**src/rtl/ex_operand_stage.sv**
```systemverilog
`default_nettype none
// ============================================================================
//  Module   : ex_operand_stage
//  Brief    : ID/EX pipeline register with RAW forwarding, ALUSrc operand
//             select, load-use bubble insertion, downstream hold and flush.
//  Revision : 1.0 - initial release
// ============================================================================
module ex_operand_stage #(
    parameter int XLEN = 32,
    parameter int RA_W = 5
) (
    input  logic            clk,
    input  logic            rst,
    input  logic            id_valid,
    input  logic [6:0]      id_opcode,
    input  logic [2:0]      id_func3,
    input  logic [RA_W-1:0] id_rs1_addr,
    input  logic [RA_W-1:0] id_rs2_addr,
    input  logic [RA_W-1:0] id_rd_addr,
    input  logic [XLEN-1:0] id_rs1_data,
    input  logic [XLEN-1:0] id_rs2_data,
    input  logic [XLEN-1:0] id_imm,
    input  logic            id_alu_src,
    input  logic            id_reg_write,
    input  logic            id_mem_read,
    input  logic            stall_in,
    input  logic            flush,
    input  logic            exmem_reg_write,
    input  logic [RA_W-1:0] exmem_rd,
    input  logic [XLEN-1:0] exmem_result,
    input  logic            memwb_reg_write,
    input  logic [RA_W-1:0] memwb_rd,
    input  logic [XLEN-1:0] memwb_result,
    output logic            ex_valid,
    output logic [XLEN-1:0] op1,
    output logic [XLEN-1:0] op2,
    output logic [6:0]      ex_opcode,
    output logic [2:0]      ex_func3,
    output logic [RA_W-1:0] ex_rd_addr,
    output logic            ex_reg_write,
    output logic            ex_mem_read,
    output logic [XLEN-1:0] ex_store_data,
    output logic            id_stall
);

    localparam logic [6:0] c_op_lui    = 7'b0110111;
    localparam logic [6:0] c_op_auipc  = 7'b0010111;
    localparam logic [6:0] c_op_jal    = 7'b1101111;
    localparam logic [6:0] c_op_rtype  = 7'b0110011;
    localparam logic [6:0] c_op_store  = 7'b0100011;
    localparam logic [6:0] c_op_branch = 7'b1100011;

    logic            r_valid;
    logic [6:0]      r_opcode;
    logic [2:0]      r_func3;
    logic [RA_W-1:0] r_rs1_addr;
    logic [RA_W-1:0] r_rs2_addr;
    logic [RA_W-1:0] r_rd_addr;
    logic [XLEN-1:0] r_rs1_data;
    logic [XLEN-1:0] r_rs2_data;
    logic [XLEN-1:0] r_imm;
    logic            r_alu_src;
    logic            r_reg_write;
    logic            r_mem_read;

    logic            w_ex_hit1;
    logic            w_ex_hit2;
    logic            w_wb_hit1;
    logic            w_wb_hit2;
    logic [XLEN-1:0] w_fwd1;
    logic [XLEN-1:0] w_fwd2;
    logic            w_uses_rs1;
    logic            w_uses_rs2;
    logic            w_load_use;

    // EX/MEM only forwards while the EX slot is real; rd==0 never forwards.
    always_comb begin
        w_ex_hit1 = r_valid & exmem_reg_write & (exmem_rd != '0) & (exmem_rd == r_rs1_addr);
        w_ex_hit2 = r_valid & exmem_reg_write & (exmem_rd != '0) & (exmem_rd == r_rs2_addr);
        w_wb_hit1 = memwb_reg_write & (memwb_rd != '0) & (memwb_rd == r_rs1_addr);
        w_wb_hit2 = memwb_reg_write & (memwb_rd != '0) & (memwb_rd == r_rs2_addr);

        w_fwd1 = r_rs1_data;
        if (w_ex_hit1)      w_fwd1 = exmem_result;
        else if (w_wb_hit1) w_fwd1 = memwb_result;

        w_fwd2 = r_rs2_data;
        if (w_ex_hit2)      w_fwd2 = exmem_result;
        else if (w_wb_hit2) w_fwd2 = memwb_result;
    end

    always_comb begin
        w_uses_rs1 = (id_opcode != c_op_lui) && (id_opcode != c_op_auipc) &&
                     (id_opcode != c_op_jal);
        w_uses_rs2 = (id_opcode == c_op_rtype) || (id_opcode == c_op_store) ||
                     (id_opcode == c_op_branch);
        w_load_use = r_valid & r_mem_read & (r_rd_addr != '0) & id_valid &
                     ((w_uses_rs1 & (id_rs1_addr == r_rd_addr)) |
                      (w_uses_rs2 & (id_rs2_addr == r_rd_addr)));
    end

    always_ff @(posedge clk) begin
        if (rst) begin
            r_valid     <= 1'b0;
            r_opcode    <= '0;
            r_func3     <= '0;
            r_rs1_addr  <= '0;
            r_rs2_addr  <= '0;
            r_rd_addr   <= '0;
            r_rs1_data  <= '0;
            r_rs2_data  <= '0;
            r_imm       <= '0;
            r_alu_src   <= 1'b0;
            r_reg_write <= 1'b0;
            r_mem_read  <= 1'b0;
        end else if (flush || (!stall_in && w_load_use)) begin
            r_valid     <= 1'b0;
            r_opcode    <= '0;
            r_func3     <= '0;
            r_reg_write <= 1'b0;
            r_mem_read  <= 1'b0;
        end else if (stall_in) begin
            // Refresh operands so a value retiring from MEM/WB during the hold survives.
            r_rs1_data  <= w_fwd1;
            r_rs2_data  <= w_fwd2;
        end else begin
            r_valid     <= id_valid;
            r_opcode    <= id_opcode;
            r_func3     <= id_func3;
            r_rs1_addr  <= id_rs1_addr;
            r_rs2_addr  <= id_rs2_addr;
            r_rd_addr   <= id_rd_addr;
            r_rs1_data  <= id_rs1_data;
            r_rs2_data  <= id_rs2_data;
            r_imm       <= id_imm;
            r_alu_src   <= id_alu_src;
            r_reg_write <= id_reg_write;
            r_mem_read  <= id_mem_read;
        end
    end

    always_comb begin
        ex_valid      = r_valid;
        ex_opcode     = r_opcode;
        ex_func3      = r_func3;
        ex_rd_addr    = r_rd_addr;
        ex_reg_write  = r_reg_write;
        ex_mem_read   = r_mem_read;
        ex_store_data = w_fwd2;
        op1           = r_valid ? w_fwd1 : '0;
        op2           = r_valid ? (r_alu_src ? r_imm : w_fwd2) : '0;
        id_stall      = (w_load_use | stall_in) & ~flush;
    end

endmodule
`default_nettype wire

```
**config.mk**
```make
export PLATFORM = sky130hd
export DESIGN_NAME = ex_operand_stage
export DESIGN_NICKNAME = d
export VERILOG_FILES = /design/src/rtl/ex_operand_stage.sv
export SDC_FILE = /design/constraint.sdc
export NUM_CORES = 1
export LEC_CHECK = 0
export BUFFER_PORTS_ARGS = -buffer_cell sky130_fd_sc_hd__buf_2
export CORE_UTILIZATION = 47
export DETAILED_ROUTE_END_ITERATION = 16
export PLACE_DENSITY_LB_ADDON = 0.12
export SLEW_MARGIN = 20
export SYNTH_ARGS = -nofsm -noshare
export SYNTH_HDL_FRONTEND = slang
export SYNTH_SLANG_ARGS = --single-unit
```
**constraint.sdc**
```tcl
create_clock -name clk -period 2.2 [get_ports clk]
set_input_delay 0.33 -clock clk [delete_from_list [all_inputs] [get_ports clk]]
set_output_delay 0.33 -clock clk [all_outputs]
set_load 0.02 [all_outputs]
```
==> impl_metrics.yaml, run 1 <==
run_status:
  status: "aborted with a tool error"
  firstError: "[ERROR GRT-0232] Routing congestion too high. Check the congestion heatmap in the GUI."
  failing_step: "5_1_grt"
timing:
  worst_endpoint_kind: "primary output"
  grt-worst-endpoint: "op2[23]"
yosys:
  synthMuxAreaShare_pct: 6.13
  synth-edff-count: 0
  synth-seq-cells: 125
  synthArstFlopShare_pct: 0
  syn_area_per_cell_um2: 7.86
  ys_seq_area_share_pct: 25.1
  synth_area_um2: 9960
  yosys.cell_types.count: 43
  syn-num-nets: 1473
  syn_inst: 1268
  synthSimpleGateAreaFrac_pct: 22.3
  synthAdderAreaFrac_pct: 0
  synth_compound_area_share_pct: 33.0
  ys.flop_type: "dfxtp_1"
  synth_top_family_by_area: "compound AO/OA/AOI/OAI gates"
  synth_warnings: 0
  synth-xor-area-share_pct: 2.64
global_route:
  antenna_found_initial: 10
  grt_util_all_layers_pct: 80.7
  grt_start_max_net_pins: 70
  grt.overflow.total: 47
place:
  gp_congestion: 0.931
  io_buffers: 319
  place_ws_ns: -0.550
  dp_hpwl_mm: 30.5
clocking:
  ctsHoldBuffers: 0
  clock_sinks: 125
  cts_buffer_depth: 2
  cts_buffers: 17
  cts_root_buf: "clkbuf_16"
  htree_levels: 4
floorplan:
  rows: 52
  die-height_um: 148
  pin_count: 320
  start_util_pct: 48.6
  die_w_um: 148
[metrics by stage]
| step | utilization, % | instances | TNS [ns] | instance area [um2] |
|---|---|---|---|---|
| 4_1_cts | 81.2 | 2027 | -52.76 | 16600 |
| 2_1_floorplan | - | 1268 | -1.36 | 10800 |
| 3_5_place_dp | 69.9 | 1959 | -42.10 | 14300 |
| 3_3_place_gp | 69.9 | 1959 | -37.12 | 14300 |
[Yosys cell counts, drive strengths merged (2+ instances only)]
cell	instances	area (um2)
nand4	2	12.5
and3	3	18.8
nand3	99	495
or4	4	30.0
and4	33	289
mux2i	61	611
xnor2	15	131
xor2	15	131
nand2	101	379
inv	100	375
a311oi	64	567
nor3b	2	15.0
nor3	4	25.0
o311ai	96	841
nor2	18	67.6
clkbuf	105	394
a21boi	32	240
o31a	32	280
nor4	37	259
o311a	32	320
a211oi	2	20.0
nand2b	96	601
and2	3	18.8
dfxtp	125	2500
a31oi	128	976
buf	54	315
[logic make-up after synthesis]
logic type | count (synthesis)
muxes | 61
and+or+nand+nor | 403
DFF | 125
AOI/OAI and AO/OA | 390
buffers and inverters | 259
xor gates and xnor gates | 30
[routing by layer]
| layer | overflow | GRT usage [%] |
|---|---|---|
| met1 | 2 | 82.1 |
| met2 | 24 | 95.1 |
| met3 | 0 | 66.8 |
| met4 | 21 | 79.2 |
| met5 | 0 | 32.7 |
[timing repair]
action,CTS
pin swaps,50
gates resized for setup,266
endpoints found under the setup margin,217
setup buffers,25
gates cloned,12
==> run 2: changes to the inputs <==
Settings changed: CORE_UTILIZATION 47 to 40, PLACE_DENSITY_LB_ADDON 0.12 to 0.15.
Clock period 2.2 ns to 2.9 ns, I/O delays scaled along.
==> impl_metrics.yaml, run 2 <==
cells_and_area:
  top_regs: "r_imm (32), r_rs1_data (32), r_rs2_data (32)"
  register_area_um2: 2510
  fin_cells: 1913
  mostFrequentLayoutCells: "buf_2 (310), dfxtp_1 (120), buf_4 (106)"
  final_common_cell: "buf_2"
  multi_input_area_um2: 6890
  drive_above_1_share_pct: 36.7
  nets: 1774
  area_growth_pct: 36.9
  fillers: 2288
place:
  place_ws_ns: -0.141
  gp_congestion: 0.913
  io_buffers: 319
  dp_hpwl_mm: 30.3
  dp.cells: 1870
yosys:
  synth-seq-cells: 125
  synth_area_um2: 9960
  synth-edff-count: 0
  ys_seq_area_share_pct: 25.1
  syn-num-nets: 1473
  ys.flop_type: "dfxtp_1"
  yosys.cell_types.count: 43
  syn_area_per_cell_um2: 7.86
  yosys.area.top_type: "dfxtp_1"
  syn_inst: 1268
  synth_top_area_share_pct: 25.1
  synth_area_leaders: "dfxtp_1 (25%), a31oi_1 (6.3%), mux2i_1 (6.1%), nand2b_1 (6.0%), a311oi_1 (5.5%)"
  synthMostInstantiatedCell: "dfxtp_1"
  synth_top_cells_by_count: "dfxtp_1 (125), clkbuf_1 (105), nand2_1 (101), a31oi_1 (100), inv_1 (100)"
  synthArstFlopShare_pct: 0
  synth_warnings: 0
floorplan:
  die-height_um: 160
  coreArea_um2: 24400
  pin_count: 320
  rows: 57
  start_util_pct: 40.8
  die_w_um: 160
  dieArea_um2: 25500
critical_path:
  cp_data_required_time_ns: 2.47
  r2r_cells: 6
  rr_startpoint: "ex_rd_addr[0]$_SDFFE_PP0P_"
  critical_path_arrival_ns: 2.46
  end_kind: "output pin"
  start_kind: "register"
  r2r_end: "ex_mem_read$_SDFFE_PP0N_"
  path_max_fanout: 18
  reg2reg_slack_ns: 0.28
  path_class: "reg -> out"
global_route:
  grt.overflow.total: 0
  grt_pass1_wl_mm: 65.7
  grt_util_all_layers_pct: 32.9
  grt_start_max_net_pins: 104
  grt_pass1_vias: 11000
  antenna_found_initial: 8
timing:
  min_period_over_period_pct: 99.7
  fin_ws_ns: 0.00859
  report.final.slew_viol_count: 0
  setup_viol: 0
  timing.final.crit_period_ns: 2.89
  maxSlewHeadroom_pct: 34.8
  worst_pin_slew_ns: 0.977
  fmax_mhz: 346
  fin_worst_hold_slack_ns: 0.236
  hold_violations: 0
  clock_skew_ns: 0.0122
  rsz0062_at_grt: "true"
clocking:
  cts_tree: "built"
  clk_pin_slew_ns: 0.06
  clock_sinks: 125
  cts_root_buf: "clkbuf_16"
  htree_levels: 4
  clkLatencyLatePin_ns: 0.44
  cts_buffers: 17
  cts_buffer_depth: 2
route:
  routedWlPerCell_um: 22.8
  wl_mm: 43.6
  drcViolationCount: 0
  first_iter_violations: 1459
  via_count: 12000
  dr.pass1.iters: 5
  viasPerCell: 6.29
  antenna_left: 0
flow_run:
  cap_violations: 0
hold_path:
  min_from: "id_func3[0]"
  hold_depth: 3
  hp-class: "in -> reg"
  worstHoldEndpoint: "ex_func3[0]$_SDFFE_PP0N_"
run_status:
  status: "finished clean"
pwr:
  powerDensity_nw_per_um2: 411
  cellLeakagePower_nw: 5.65
  vdd_drop_max_mv: 0.350
run 2: cell counts after synthesis:
No cell type changed its count.
run 2: per-layer routing:
layer  up-vias  GRT usage, %  wire (um)
met1      5729          47.5      19300
met2       741          49.2      18900
met5         -             0         13
li1       5487             -          -
met4         2          9.61        999
met3        73          6.13       4380
run 2: critical path: stages, from the launching register on:
cell and delay [ns]:
dfxtp_1 0.41, xor2_1 0.25, nor4_4 0.08, and2_4 0.20
buf_12 0.13, bufbuf_16 0.28, o311ai_2 0.39, a21boi_1 0.12
buf_4 0.17
run 2: repair_timing:
| action | CTS | global route |
|---|---|---|
| gates resized for setup | 37 | 79 |
| setup endpoints to repair | 40 | 47 |
| gates cloned | 1 | 1 |
| setup buffers | 1 | 1 |
| hold buffers | 0 | 0 |
| pin swaps | 3 | 5 |
run 2: cells by family (layout without fill, tap and decap cells):
family / after synthesis / in the layout / synth area share, %
AND/OR/NAND/NOR: 403 / 403 / 22.3
flip-flops: 125 / 125 / 25.1
XOR/XNOR: 30 / 30 / 2.64
AO/OA/AOI/OAI: 390 / 390 / 33.0
multiplexers: 61 / 61 / 6.13
other: 0 / 7 / 0
buffers and inverters: 259 / 573 / 10.9
run 2: stage by stage:
step / cell area, um2 / util, % / power [W] / TNS (ns)
after global placement: 12400 / 51.0 / 0.00324 / -2.54
after floorplan: 9960 / - / 0.00267 / 0
after detailed placement: 12400 / 51.0 / 0.00325 / -2.75
after CTS: 13200 / 54.1 / 0.00554 / -0.434
final: 13600 / 55.9 / 0.00560 / 0
after global routing: 13600 / 55.9 / 0.00579 / -0.388
run 2: power breakdown:
part	total, W	internal, W	switching [W]	leakage [nW]
Combinational	0.00143	0.000579	0.000851	4.32
Clock	0.00228	0.00130	0.000981	0.293
Sequential	0.00189	0.00182	0.0000680	1.03
Total	0.00560	0.00370	0.00190	5.65
run 2: final cells by class:
cell class | instances | area share, %
clock inverters | 14 | 1.28
inverters | 100 | 2.75
clock buffers | 18 | 3.15
repair buffers | 441 | 20.8
diodes | 7 | 0.128
multi-input cells | 884 | 50.5
well taps | 324 | 2.97
flip-flops and latches | 125 | 18.4
run 2: how the worst max path moves through the flow:
stage | cells past startpoint | end | from
2_1_floorplan | 8 | op2[31] | ex_valid$_SDFFE_PP0N_
5_1_grt | 8 | op2[24] | r_rs2_addr[4]$_SDFFE_PP0P_
6_report | 8 | op2[18] | r_rs2_addr[0]$_SDFFE_PP0P_
3_3_place_gp | 10 | op2[30] | memwb_rd[1]
4_1_cts | 7 | op2[12] | r_rs2_addr[3]$_SDFFE_PP0P_
3_5_place_dp | 10 | op2[18] | memwb_rd[1]
(Power assumes the default switching activity.)
